==> config.mk <==
export PLATFORM = sky130hd
export DESIGN_NAME = devbus_arbiter
export DESIGN_NICKNAME = d
export VERILOG_FILES = /design/src/rtl/devbus_pkg.sv /design/src/rtl/devbus_arbiter_rr_arb2.sv /design/src/rtl/devbus_arbiter.sv
export SDC_FILE = /design/constraint.sdc
export NUM_CORES = 1
export LEC_CHECK = 0
export BUFFER_PORTS_ARGS = -buffer_cell sky130_fd_sc_hd__buf_2
export CORE_MARGIN = 3
export CORE_UTILIZATION = 45
export CTS_CLUSTER_SIZE = 8
export DETAILED_ROUTE_END_ITERATION = 10
export GPL_ROUTABILITY_DRIVEN = 0
export GPL_TIMING_DRIVEN = 1
export PLACE_DENSITY = 0.77
export SLEW_MARGIN = 20
export SYNTH_ARGS = -nofsm -noshare
export SYNTH_HDL_FRONTEND = slang
export SYNTH_HIERARCHICAL = 1
export SYNTH_SLANG_ARGS = --single-unit
export TNS_END_PERCENT = 5
==> constraint.sdc <==
create_clock -name clk -period 2.4 [get_ports clk]
set_clock_uncertainty 0.15 [all_clocks]
set_input_delay 0.36 -clock clk [delete_from_list [all_inputs] [get_ports clk]]
set_output_delay 0.36 -clock clk [all_outputs]
set_load 0.02 [all_outputs]
==> src/rtl/devbus_pkg.sv <==
// Shared types and constants for the device-bus arbiter.
package devbus_pkg;

    typedef enum logic [1:0] {
        IDLE = 2'd0,
        ADDR = 2'd1,
        WAIT = 2'd2,
        RESP = 2'd3
    } state_t;

    localparam logic M_CPU = 1'b0;
    localparam logic M_DBG = 1'b1;

    localparam int ADDR_W_DEF = 30;
    localparam int CNT_W      = 8;

endpackage

==> src/rtl/devbus_arbiter_rr_arb2.sv <==
// Two-way round-robin pick with an optional sticky lock owner.
module rr_arb2
    import devbus_pkg::*;
(
    input  logic req0,
    input  logic req1,
    input  logic last_grant,
    input  logic lock_hold,
    input  logic lock_owner,
    output logic valid,
    output logic winner
);

    logic owner_req;
    logic both;

    assign owner_req = lock_owner ? req1 : req0;
    assign both      = req0 && req1;

    always_comb begin
        valid  = req0 || req1;
        winner = M_CPU;
        priority case (1'b1)
            (lock_hold && owner_req): winner = lock_owner;
            both:                     winner = ~last_grant;
            default:                  winner = req1;
        endcase
    end

endmodule

==> src/rtl/devbus_arbiter.sv <==
// Two-master arbiter and transfer sequencer for the device bus.
// Build option: DEVBUS_LOCK_EN adds m0_lock/m1_lock bus locking.
module devbus_arbiter
    import devbus_pkg::*;
#(
    parameter int TIMEOUT = 16,
    parameter int ADDR_W  = ADDR_W_DEF
) (
    input  logic              clk,
    input  logic              rst_n,
`ifdef DEVBUS_LOCK_EN
    input  logic              m0_lock,
    input  logic              m1_lock,
`endif
    input  logic              m0_req,
    input  logic [ADDR_W-1:0] m0_addr,
    input  logic              m0_we,
    input  logic [31:0]       m0_wd,
    output logic              m0_ack,
    output logic [31:0]       m0_rd,
    output logic              m0_err,
    input  logic              m1_req,
    input  logic [ADDR_W-1:0] m1_addr,
    input  logic              m1_we,
    input  logic [31:0]       m1_wd,
    output logic              m1_ack,
    output logic [31:0]       m1_rd,
    output logic              m1_err,
    output logic [ADDR_W-1:0] bus_addr,
    output logic [31:0]       bus_wd,
    output logic              bus_we,
    input  logic [31:0]       bus_rd,
    input  logic              bus_ready,
    output logic              busy,
    output logic              grant
);

    localparam logic [CNT_W-1:0] CNT_LAST = CNT_W'(TIMEOUT - 1);

    state_t            state;
    state_t            state_d;
    logic              grant_q;
    logic              last_grant;
    logic [ADDR_W-1:0] addr_q;
    logic              we_q;
    logic [31:0]       wd_q;
    logic [31:0]       rd_q;
    logic              err_q;
    logic [CNT_W-1:0]  cnt;
    logic              arb_valid;
    logic              winner;
    logic              lock_hold;
    logic              lock_owner;
    logic              expired;
    logic              resp;

    rr_arb2 u_arb (
        .req0       (m0_req),
        .req1       (m1_req),
        .last_grant (last_grant),
        .lock_hold  (lock_hold),
        .lock_owner (lock_owner),
        .valid      (arb_valid),
        .winner     (winner)
    );

`ifdef DEVBUS_LOCK_EN
    logic win_lock;

    assign win_lock = winner ? m1_lock : m0_lock;

    // Lock follows whoever wins next: owner with lock=0, or the other master.
    always_ff @(posedge clk or negedge rst_n) begin
        if (!rst_n) begin
            lock_hold  <= 1'b0;
            lock_owner <= M_CPU;
        end else if (state == IDLE && arb_valid) begin
            lock_hold  <= win_lock;
            lock_owner <= winner;
        end
    end
`else
    assign lock_hold  = 1'b0;
    assign lock_owner = M_CPU;
`endif

    assign expired = (cnt == CNT_LAST);

    always_ff @(posedge clk or negedge rst_n) begin
        if (!rst_n) begin
            state <= IDLE;
        end else begin
            state <= state_d;
        end
    end

    always_comb begin
        state_d = state;
        unique case (state)
            IDLE: if (arb_valid) state_d = ADDR;
            ADDR: state_d = bus_ready ? RESP : WAIT;
            WAIT: if (bus_ready || expired) state_d = RESP;
            RESP: state_d = IDLE;
            default: state_d = IDLE;
        endcase
    end

    always_ff @(posedge clk or negedge rst_n) begin
        if (!rst_n) begin
            grant_q    <= M_CPU;
            last_grant <= M_DBG;
            addr_q     <= '0;
            we_q       <= 1'b0;
            wd_q       <= '0;
            rd_q       <= '0;
            err_q      <= 1'b0;
            cnt        <= '0;
        end else begin
            unique case (state)
                IDLE: begin
                    if (arb_valid) begin
                        grant_q    <= winner;
                        last_grant <= winner;
                        addr_q     <= winner ? m1_addr : m0_addr;
                        we_q       <= winner ? m1_we : m0_we;
                        wd_q       <= winner ? m1_wd : m0_wd;
                    end
                end
                ADDR: begin
                    cnt <= CNT_W'(1);
                    if (bus_ready) rd_q <= bus_rd;
                end
                WAIT: begin
                    if (bus_ready) begin
                        rd_q <= bus_rd;
                    end else if (expired) begin
                        rd_q  <= '0;
                        err_q <= 1'b1;
                    end else begin
                        cnt <= cnt + 1'b1;
                    end
                end
                RESP: begin
                    err_q <= 1'b0;
                    cnt   <= '0;
                end
                default: ;
            endcase
        end
    end

    assign resp     = (state == RESP);
    assign busy     = (state != IDLE);
    assign grant    = grant_q;
    assign bus_addr = addr_q;
    assign bus_wd   = wd_q;
    // Write strobe only in ADDR so a stalled device is written once.
    assign bus_we   = (state == ADDR) && we_q;

    assign m0_ack = resp && (grant_q == M_CPU);
    assign m1_ack = resp && (grant_q == M_DBG);
    assign m0_rd  = m0_ack ? rd_q : '0;
    assign m1_rd  = m1_ack ? rd_q : '0;
    assign m0_err = m0_ack && err_q;
    assign m1_err = m1_ack && err_q;

endmodule

After elaboration in Yosys (flattened, before gate mapping)

Cells that the tools add are included.

Word-level logic and storage cells: 61
Input port bits: 163
Output and inout bits: 133
Bits in registers: 108

Add/sub/neg operators: 1
Bitwise gates (word level): 2
Reduce and logical (&&, ||, !) cells: 18
Equality and inequality tests: 11
Mux-type cells: 20

Operators with widths:

| cell                | number |
|---|---|
| $mux 32             | 6 |
| $pmux 32 s2         | 1 |
| $mux 30             | 1 |
| $pmux 8 s3          | 1 |
| $mux 8              | 2 |
| $ne 2x2->1 const B  | 6 |
| $reduce_and 3->1    | 3 |
| $add 8x1->8 const B | 1 |
| $eq 8x4->1 const B  | 1 |
| $pmux 2 s4          | 1 |
| $logic_and 1x1->1   | 6 |
| $reduce_bool 2->1   | 3 |
| $mux 1              | 5 |
| $eq 2x2->1 const B  | 2 |
| $mux 2              | 2 |
| $reduce_and 2->1    | 2 |
| $ne 3x3->1 const B  | 1 |
| $reduce_bool 3->1   | 1 |
| $eq 2x1->1 const B  | 1 |
| $logic_not 2->1     | 1 |
| $logic_or 1x1->1    | 2 |
| $not 1->1           | 2 |
| $pmux 1 s2          | 1 |

Longest topological paths before layout

Depth after elaboration: 4
Gate-level depth with buffers: 8
Depth with buffers taken out: 6

By module

The synthesis kept the hierarchy.

By module, submodules not included:

| module         | times used | cells each | area an instance (µm²) | seq. area each (µm²) |
|---|---|---|---|---|
| devbus_arbiter | 1          | 506        | 5285.1                 | 2703.8 |
| rr_arb2        | 1          | 4          | 27.5                   | 0.0 |

Least setup slack after synthesis

Ideal clock, no wire load.

Kind: register to output
From: register state[1]
To: output m0_rd[22]
Arrival time: 1.451 ns
Path slack: 0.439 ns
Data required time: 1.890 ns
Buffers on the path: 1
Cell stages (with the launch flop): 5
Cell sequence: dfrtp_1 -> ha_1 -> nor2b_1 -> clkbuf_1 -> and2_1

Cells in the longest elaborated chain, start to end: 3

Ends and longest elaborated chain:

| what                   | RTL line              | text |
|---|---|---|
| from (decl)            | devbus_arbiter.sv:40  | `state_t state;` |
| from (signal assigned) | devbus_arbiter.sv:93  | `state <= state_d;` |
| $eq 2x2->1             | devbus_arbiter.sv:152 | `assign resp = (state == RESP);` |
| $logic_and 1x1->1      | devbus_arbiter.sv:160 | `assign m0_ack = resp && (grant_q == M_CPU);` |
| net m0_ack             | devbus_arbiter.sv:19  | `output logic m0_ack,` |
| $mux 32                | devbus_arbiter.sv:162 | `assign m0_rd = m0_ack ? rd_q : '0;` |
| to (decl)              | devbus_arbiter.sv:20  | `output logic [31:0] m0_rd,` |

The timed path passes the listed nets, and every way through them passes these cells.

Final worst setup path

From: register state[1]
To: output m0_rd[11]

Cells in the longest elaborated chain, start to end: 3

Ends and longest elaborated chain:

| what              | RTL line |
|---|---|
| $eq 2x2->1        | devbus_arbiter.sv:152 |
| $logic_and 1x1->1 | devbus_arbiter.sv:160 |
| $mux 32           | devbus_arbiter.sv:162 |

No other way between the ends.

==> results_dict.tcl <==
set metrics [dict create \
    outcome "complete, no violations" \
    yosysTopAreaCell "dfrtp_1" \
    period_minus_slack_ps 2310 \
    min_delay_path_depth 2 \
    synth.avg_cell_area_um2 10.4 \
    worstSkewPairLatency_ps 330 \
    worstReg2RegStart "state[0]" \
    die_w_um 115 \
    intPower_uw 5010 \
    ys_seq_elements 108 \
    wl_per_cell_um 16.5 \
    crit_path_max_fanout 34 \
    setup_viol 0 \
    cp.required_ps 1890 \
    grt_pass1_wl_um 23600 \
    post_cts_buffers 0 \
    slew_viol_final 0 \
    worst_ep_arrival_time_ps 1800 \
    synth.most_common_cell "dfrtp_1" \
    finalSetupTns_ps 0 \
    cp-end-kind "output port" \
    nets 960 \
    synth_warnings 6 \
    die_area_um2 13100 \
    hold_path_end "rd_q[24]" \
    fmax_mhz 434 \
    comb_power_share 0.467 \
    crit_type "register to output port" \
    cap_violations 0 \
    power_density_nw_per_um2 1200 \
    synth_edf_count 0 \
    cts.path.max_buffers 2 \
    rrSetupSlack_ps 240 \
    p_switching_uw 3710 \
    rsz0062_at_grt "false" \
    vias 4808 \
    antenna_found_initial 4 \
    hold_violations 0 \
    min_from "bus_rd[24]" \
    coreArea_um2 11500 \
    synth_cell_type_count 42 \
    htree_levels 3 \
    switching_share 0.425 \
    drt-pass1-iter-count 4 \
    yosysTopAreaCellShare 0.504 \
    p_seq_frac 0.365 \
    clk_pin_slew_ps 70 \
    grt_pass1_vias 4768 \
    die_h_um 115 \
    synthArstFlopShare 1.00 \
    cts_root_buffer "clkbuf_16" \
    irDropWorstVdd_v 0.000748 \
    grt_usage 0.229 \
    drc 0 \
    cts_tree "yes" \
    slew_headroom 0.425 \
    clkPwrFrac 0.168 \
    yosys-top-cells-area "dfrtp_1, mux2i_1, o21ai_0, a22o_1, nand2_1" \
    grt.overflow.total 0 \
    numCtsBuffers 9 \
    syn-cell-area_um2 5310 \
    rr_endpoint "state[1]" \
    area_delta_synth_final_pct 36.2 \
    port_buffers 295 \
    timing.final.crit_share 0.961 \
    grt_max_degree 49 \
    leakage_uw 0.00413 \
    cts.sinks 108 \
    worstSetupStartpointType "register" \
    drt_iter0_markers 252 \
    postRouteAntennaNets 0 \
    hold_class "input port to register" \
    yosys-top-cells-count "dfrtp_1, nand2_1, o21ai_0" \
    synthCells 510 \
    wl_um 15500 \
    initial_utilization 0.463 \
    synthFlopType "dfrtp_1" \
    hpwl_um 12100 \
    reg2reg_depth 7 \
    ys_seq_area_frac 0.509 \
    rows 39 \
    layout-drive-gt1-share 0.420 \
    tightest_slew_ps 862 \
    vias_per_cell 5.11 \
    fin_util 0.631 \
    num_io_pins 296 \
]
## kinds of logic after synthesis
family	after synthesis	synth area share
compound gates	113	0.136
xor+xnor	4	0.00660
fa+ha+maj	6	0.0141
buf+inv	43	0.0462
flops	108	0.509
mux	66	0.125
other cells	1	0.000706
simple gates	169	0.162
## power groups by stage
stage / Combinational (µW) / Sequential, µW / Clock [µW]
floorplan: 2120 / 3690 / 0
global placement: 3930 / 3140 / 0
detailed placement: 4100 / 3170 / 0
CTS: 4110 / 3170 / 1500
global route: 4490 / 3280 / 1580
finish: 4070 / 3180 / 1470
## how the worst max path moves through the flow
| stage | cells after the start | end | start | slack, ps |
|---|---|---|---|---|
| global route | 4 | m1_rd[12] | state[0] | 9 |
| global placement | 5 | rd_q[0] | cnt[0] | 190 |
| floorplan | 4 | m0_rd[22] | state[1] | 440 |
| CTS | 5 | m0_rd[11] | state[0] | 70 |
| detailed placement | 5 | rd_q[31] | cnt[0] | 10 |
| finish | 5 | m0_rd[11] | state[1] | 90 |
## area by class of cell
| type | instances | area (µm²) |
|---|---|---|
| timing repair buffer | 308 | 1650 |
| multi-input combinational | 360 | 2390 |
| inverter | 4 | 15.0 |
| tap | 143 | 179 |
| antenna | 1 | 2.50 |
| clock inverter | 4 | 48.8 |
| fill | 932 | 4230 |
| sequential | 108 | 2700 |
| clock buffer | 12 | 246 |
## worst max-delay path: stages (launching register included)
cell and delay (ps):
dfrtp_1 410, ha_1 290, nor2b_1 190, buf_6 220
and2_1 170, buf_2 170
## registers in the layout (all words and copies together), names as in the netlist
register	count
err_q	1
rd_q	32
bus_wd	32
grant	1
we_q	1
state	2
last_grant	1
bus_addr	30
cnt	8
## through the flow
stage | instance area (µm²) | setup slack, ps | instances | power [µW] | hold slack (ps)
detailed placement | 6920 | 13.8 | 922 | 7270 | 213
floorplan | 5320 | 439 | 511 | 5810 | -85.6
CTS | 7230 | 68.4 | 939 | 8770 | 90.4
finish | 7240 | 93.8 | 940 | 8710 | 102
global placement | 6920 | 195 | 922 | 7080 | 208
global route | 7240 | 8.88 | 940 | 9350 | 89.5
## cells in the final DEF, fill, tap and decap left out, types with 4 or more instances in the layout
master       n
nand3_1      4
buf_12       5
and2_1      36
mux2i_1     64
o21ai_0     67
buf_2      294
nor2_1      11
dfrtp_1    107
a22o_1      32
and3_1      34
inv_1        4
buf_4        7
clkbuf_16    9
ha_1         6
nand2_1     69
## repair_timing
action,CTS,global route
endpoints found under the hold margin,35,0
resized for setup,1,1
pin swaps,0,0
hold buffers,1,0
setup endpoints to repair,1,29
## per-layer routing
metal,up-vias,GRT usage,share of wire,routed length [µm]
met5,-,0,0.0024,37
met4,6,0.0610,0.013,204
met3,20,0.0856,0.10,1570
met2,206,0.403,0.51,7960
met1,2235,0.261,0.37,5690
li1,2341,-,-,-
No activity file was read; power rests on OpenSTA's default activity.
